==> src/rtl/panda_mem_loader_pkg.sv <==
// panda_mem_loader_pkg: shared types and memory-select encoding for the PANDA
// stream-to-memory loader.
`default_nettype none

package panda_mem_loader_pkg;

  // Memory select encoding; values 0..6 double as the one-hot write-enable index.
  localparam int unsigned PANDA_FSM_SEL_CONFIG   = 0;
  localparam int unsigned PANDA_FSM_SEL_INSTR    = 1;
  localparam int unsigned PANDA_FSM_SEL_LUT      = 2;
  localparam int unsigned PANDA_FSM_SEL_SPARSITY = 3;
  localparam int unsigned PANDA_FSM_SEL_ACT      = 4;
  localparam int unsigned PANDA_FSM_SEL_CONV_W   = 5;
  localparam int unsigned PANDA_FSM_SEL_FC_W     = 6;
  localparam int unsigned PANDA_FSM_SEL_NULL     = 7;
  localparam int unsigned PANDA_NUM_MEMS         = 7;

  localparam int unsigned LOADER_ADDR_WIDTH = 16;
  localparam int unsigned LOADER_CNT_WIDTH  = 11;

  typedef enum logic [1:0] {
    LOADER_IDLE = 2'd0,
    LOADER_LOAD = 2'd1,
    LOADER_DONE = 2'd2
  } loader_state_t;

  typedef struct packed {
    logic [2:0]                  mem_sel;
    logic [LOADER_ADDR_WIDTH-1:0] base_addr;
    logic [LOADER_CNT_WIDTH-1:0]  len;
    logic                        start;
  } ctrl_loader_t;

  typedef struct packed {
    logic [LOADER_CNT_WIDTH-1:0] cnt;
    logic                        busy;
    logic                        done;
  } flags_loader_t;

  // NULL (and any out-of-range code) maps to no enable at all.
  function automatic logic [PANDA_NUM_MEMS-1:0] sel_onehot(input logic [2:0] sel);
    logic [PANDA_NUM_MEMS-1:0] oh;
    oh = '0;
    for (int i = 0; i < int'(PANDA_NUM_MEMS); i++) begin
      oh[i] = (sel == 3'(i));
    end
    return oh;
  endfunction

endpackage

`default_nettype wire

==> src/rtl/panda_mem_loader.sv <==
// +--------------------------------------------------------------------------+
// | panda_mem_loader: writes one HWPE input stream into a selected PANDA     |
// | on-chip memory at consecutive addresses.                  Revision: 1.0  |
// +--------------------------------------------------------------------------+
`default_nettype none

module panda_mem_loader
  import panda_mem_loader_pkg::*;
#(
  parameter int unsigned DATA_WIDTH = 32,
  parameter int unsigned ADDR_WIDTH = 16,
  parameter int unsigned CNT_WIDTH  = 11
) (
  input  logic                  clk_i,
  input  logic                  rst_i,
  input  logic                  clear_i,
  input  logic                  start_i,
  input  logic [2:0]            mem_sel_i,
  input  logic [ADDR_WIDTH-1:0] base_addr_i,
  input  logic [CNT_WIDTH-1:0]  len_i,
  input  logic                  in_valid_i,
  input  logic [DATA_WIDTH-1:0] in_data_i,
  output logic                  in_ready_o,
  input  logic                  mem_ready_i,
  output logic [6:0]            mem_we_o,
  output logic [ADDR_WIDTH-1:0] mem_addr_o,
  output logic [DATA_WIDTH-1:0] mem_wdata_o,
  output logic [CNT_WIDTH-1:0]  cnt_o,
  output logic                  busy_o,
  output logic                  done_o
);

  loader_state_t         state_q, state_d;
  logic [2:0]            sel_q, sel_d;
  logic [ADDR_WIDTH-1:0] addr_q, addr_d;
  logic [CNT_WIDTH-1:0]  len_q, len_d;
  logic [CNT_WIDTH-1:0]  cnt_q, cnt_d;
  logic                  hs;

  always_comb begin
    state_d     = state_q;
    sel_d       = sel_q;
    addr_d      = addr_q;
    len_d       = len_q;
    cnt_d       = cnt_q;
    in_ready_o  = 1'b0;
    hs          = 1'b0;
    mem_we_o    = '0;
    mem_wdata_o = '0;
    busy_o      = 1'b0;
    done_o      = 1'b0;

    case (state_q)
      LOADER_IDLE: begin
        if (start_i && !clear_i) begin
          sel_d   = mem_sel_i;
          addr_d  = base_addr_i;
          len_d   = len_i;
          cnt_d   = '0;
          state_d = (mem_sel_i == 3'(PANDA_FSM_SEL_NULL) || len_i == '0) ?
                    LOADER_DONE : LOADER_LOAD;
        end
      end
      LOADER_LOAD: begin
        busy_o = 1'b1;
        // Abort and reset must not let a word be consumed without being written.
        in_ready_o = mem_ready_i & ~clear_i & ~rst_i;
        hs         = in_valid_i & in_ready_o;
        if (hs) begin
          mem_we_o    = sel_onehot(sel_q);
          mem_wdata_o = in_data_i;
          addr_d      = addr_q + ADDR_WIDTH'(1);
          cnt_d       = cnt_q + CNT_WIDTH'(1);
          if (cnt_q + CNT_WIDTH'(1) == len_q) begin
            state_d = LOADER_DONE;
          end
        end
      end
      LOADER_DONE: begin
        done_o  = ~clear_i;
        state_d = LOADER_IDLE;
      end
      default: state_d = LOADER_IDLE;
    endcase

    if (clear_i) begin
      state_d = LOADER_IDLE;
    end
  end

  always_ff @(posedge clk_i) begin
    if (rst_i) begin
      state_q <= LOADER_IDLE;
      sel_q   <= '0;
      addr_q  <= '0;
      len_q   <= '0;
      cnt_q   <= '0;
    end else begin
      state_q <= state_d;
      sel_q   <= sel_d;
      addr_q  <= addr_d;
      len_q   <= len_d;
      cnt_q   <= cnt_d;
    end
  end

  assign mem_addr_o = addr_q;
  assign cnt_o      = cnt_q;

endmodule

`default_nettype wire

==> config.mk <==
export PLATFORM = sky130hd
export DESIGN_NAME = panda_mem_loader
export DESIGN_NICKNAME = d
export VERILOG_FILES = /design/src/rtl/panda_mem_loader_pkg.sv /design/src/rtl/panda_mem_loader.sv
export SDC_FILE = /design/constraint.sdc
export NUM_CORES = 1
export LEC_CHECK = 0
export CORE_AREA = 2 2 81 99
export CTS_BUF_LIST = sky130_fd_sc_hd__clkbuf_8
export CTS_CLUSTER_DIAMETER = 50
export DETAILED_ROUTE_END_ITERATION = 10
export DIE_AREA = 0 0 83 101
export PLACE_DENSITY = 0.78
export SKIP_CTS_REPAIR_TIMING = 1
export SYNTH_ARGS = -nofsm -noshare
export SYNTH_HDL_FRONTEND = slang
export SYNTH_SLANG_ARGS = --single-unit
==> constraint.sdc <==
create_clock -name clk_i -period 1.85 [get_ports clk_i]
set_input_delay 0.37 -clock clk_i [delete_from_list [all_inputs] [get_ports clk_i]]
set_output_delay 0.37 -clock clk_i [all_outputs]
set_load 0.05 [all_outputs]
==> results of run 1 <==
## registers in the layout, summed over array words and instances (netlist names)
name        cells
mem_addr_o     16
cnt_o          11
len_q          11
sel_q           3
state_q         2
## critical path: stages, from the launching register on
cell      delay, ps
dfxtp_2         330
nand2b_4        140
inv_4            60
and4_4          220
buf_12          120
nand2_8          60
nor3b_4         240
buf_12          160
## path summary, 6_finish.rpt
path / slack [ps] / start / cells past startpoint / endpoint
worst min register to register: 470 / len_q[1] / 2 / len_q[1]
worst max-delay path: -170 / state_q[1] / 7 / mem_we_o[3]
worst min-delay path: 460 / in_valid_i / 3 / state_q[0]
worst max register to register: -100 / cnt_o[5] / 6 / state_q[1]
## per-layer routing
layer / vias to the layer above / track usage, %
met1: 1683 / 28.7
li1: 1681 / -
met2: 157 / 42.1
met5: - / 0
met4: 0 / 8.20
met3: 31 / 3.44
## kinds of logic after synthesis
family                   count (synthesis)  synth area share, %
AND/OR/NAND/NOR                        182                 35.3
flip-flops                              43                 31.2
adder cells (fa/ha/maj)                  2                0.907
XOR/XNOR                                12                 3.81
buffers and inverters                   35                 5.49
AO/OA/AOI/OAI                          104                 23.3
## power breakdown
| part | internal, mW | switching [mW] |
|---|---|---|
| combinational | 0.280 | 0.283 |
| sequential | 0.956 | 0.0534 |
| clock | 0.535 | 0.352 |
## through the flow
step	TNS, ps	instance area (um^2)	hold WS [ps]	utilization [%]
CTS	-12820	5150	475	68.8
finish	-5050	5400	463	72.1
global placement	-18850	5020	456	67.0
global route	-7380	5400	478	72.1
floorplan	-737	3030	448	-
detailed placement	-20360	5020	463	67.0
## final cells by class
type	instances	area [um^2]	share of cell area (%)
Antenna cell	1	2.50	0.0463
Clock buffer	5	68.8	1.27
Clock inverter	3	63.8	1.18
Inverter	6	25.0	0.463
Multi-Input combinational cell	300	2030	37.7
Sequential cell	43	912	16.9
Tap cell	92	115	2.13
Timing Repair Buffer	185	2180	40.4
## cells in the final DEF (no fill, tap or decap), drive strengths merged, types with 4 or more instances in the layout
cell type      count
a31oi              4
nor3              11
o32ai              4
nand2             53
dfxtp             43
nand4              4
a211oi             8
xor2               6
nand3             16
dlymetal6s2s       5
buf              115
or3                6
nor3b              4
inv                7
xnor2              6
nor2              28
nor4               7
and2              35
o22ai              4
and3               5
clkbuf             7
clkdlybuf4s50     63
a21oi             47
o21ai             17
==> metrics.csv, run 1 <==
metric,value,unit
Mapped Cells,378,
DRC viols,0,
clk slew on worst S/H paths,90,ps
CTS sink cnt,43,
clock latency on the worst-skew pair,300,ps
Vias,3552,
Setup WS post-layout,-165,ps
"Cell Area, Synth",2760,um^2
Synth cell types,52,
Global Route Usage Sum,23.5,%
met2 WL,5.91,mm
VDD IR max,0.000412,V
DIE WIDTH,83,um
CP Capture Type,output pin,
"Arr. time, crit path",1650,ps
pin count of the biggest net entering global routing,42,
Yosys top cell area share,31.2,%
Synth Register Bits,43,
I/O Pins,137,
max frequency,496,MHz
metal3 WL,595,um
number of synthesized flops with an enable pin,0,
antenna violations before repair,0,
count of final hold-check violations,0,
GRT Residual Overflow,0,
status,"complete, but fails checks",
post-route insts no fill,635,
Post-synth top flop,dfxtp_1,
post-DP HPWL,7.94,mm
DRT met1 WL,4.28,mm
Yosys Warn Count,0,
"Avg Cell Area, Syn",7.30,um^2
Area growth syn-to-layout,95.8,%
Tot Pwr,2.46,mW
crit path max fanout,5,
worst-margin pin slew,497,ps
leakage,2.10,nW
Die ar.,8380,um^2
max-cap viol count,0,
Yosys top cell by area,dfxtp_1,
"count leader, synth",nand2_1,
max_slew headroom,66.8,%
Post-layout nets,611,
DR WL/cell,17.5,um
maximum clock path buffer count,2,
vias per cell,5.59,
highest metal used,met4,
port bufs,136,
skew final,6.05,ps
drt initial violations,221,
core footprint,7490,um^2
# setup viols final,41,
share of layout cells above drive strength 1,40.2,%
final wirelength,11.1,mm
root buffer cell,clkbuf_8,
Antenna Nets Post-Route,0,
Slew Limit Fails,0,
largest cells by area after synthesis,"dfxtp_1, a21oi_1, and2_1, nand2_1, nor2_1",
PD cells,455,nW/um^2
commonest cells in the netlist,"nand2_1, a21oi_1, dfxtp_1, and2_1, nor2_1",
syn_nets,448,
Placed Cells,618,
worst setup path class,reg2out,
Worst Setup Start Kind,flop,
total CTS buffers,5,
ys async rst share,0,%
RSZ-0062 raised after global routing,yes,
Worst Path Required,1480,ps
Final period util,109,%
crit path time final,2020,ps
Layout fillers,543,
Setup WS pre-CTS,-385,ps
CTS tree,built,
vias in the first global route,3263,
GPL Wtd Cong,0.854,
Initial Util,36.8,%
failing checks,negative setup slack,
first-pass GRT wire length,16.2,mm
Cell Rows,35,
chip height,101,um
Hold WC Path Type,in2reg,
drt first pass iters,5,
H-tree level count,2,
register area share after synthesis,31.2,%
Note: power is estimated with default switching activity, not from simulation.
==> inputs of run 2 (changes only) <==
Settings changed: GPL_ROUTABILITY_DRIVEN set to 0.
==> results of run 2 <==
Same layout as run 1: the final DEF is identical, and so are final timing and power.
==> inputs of run 3 (changes only) <==
Settings changed: CTS_CLUSTER_DIAMETER 50 to 40.
==> results of run 3 <==
Same layout as run 1: the final DEF is identical, and so are final timing and power.
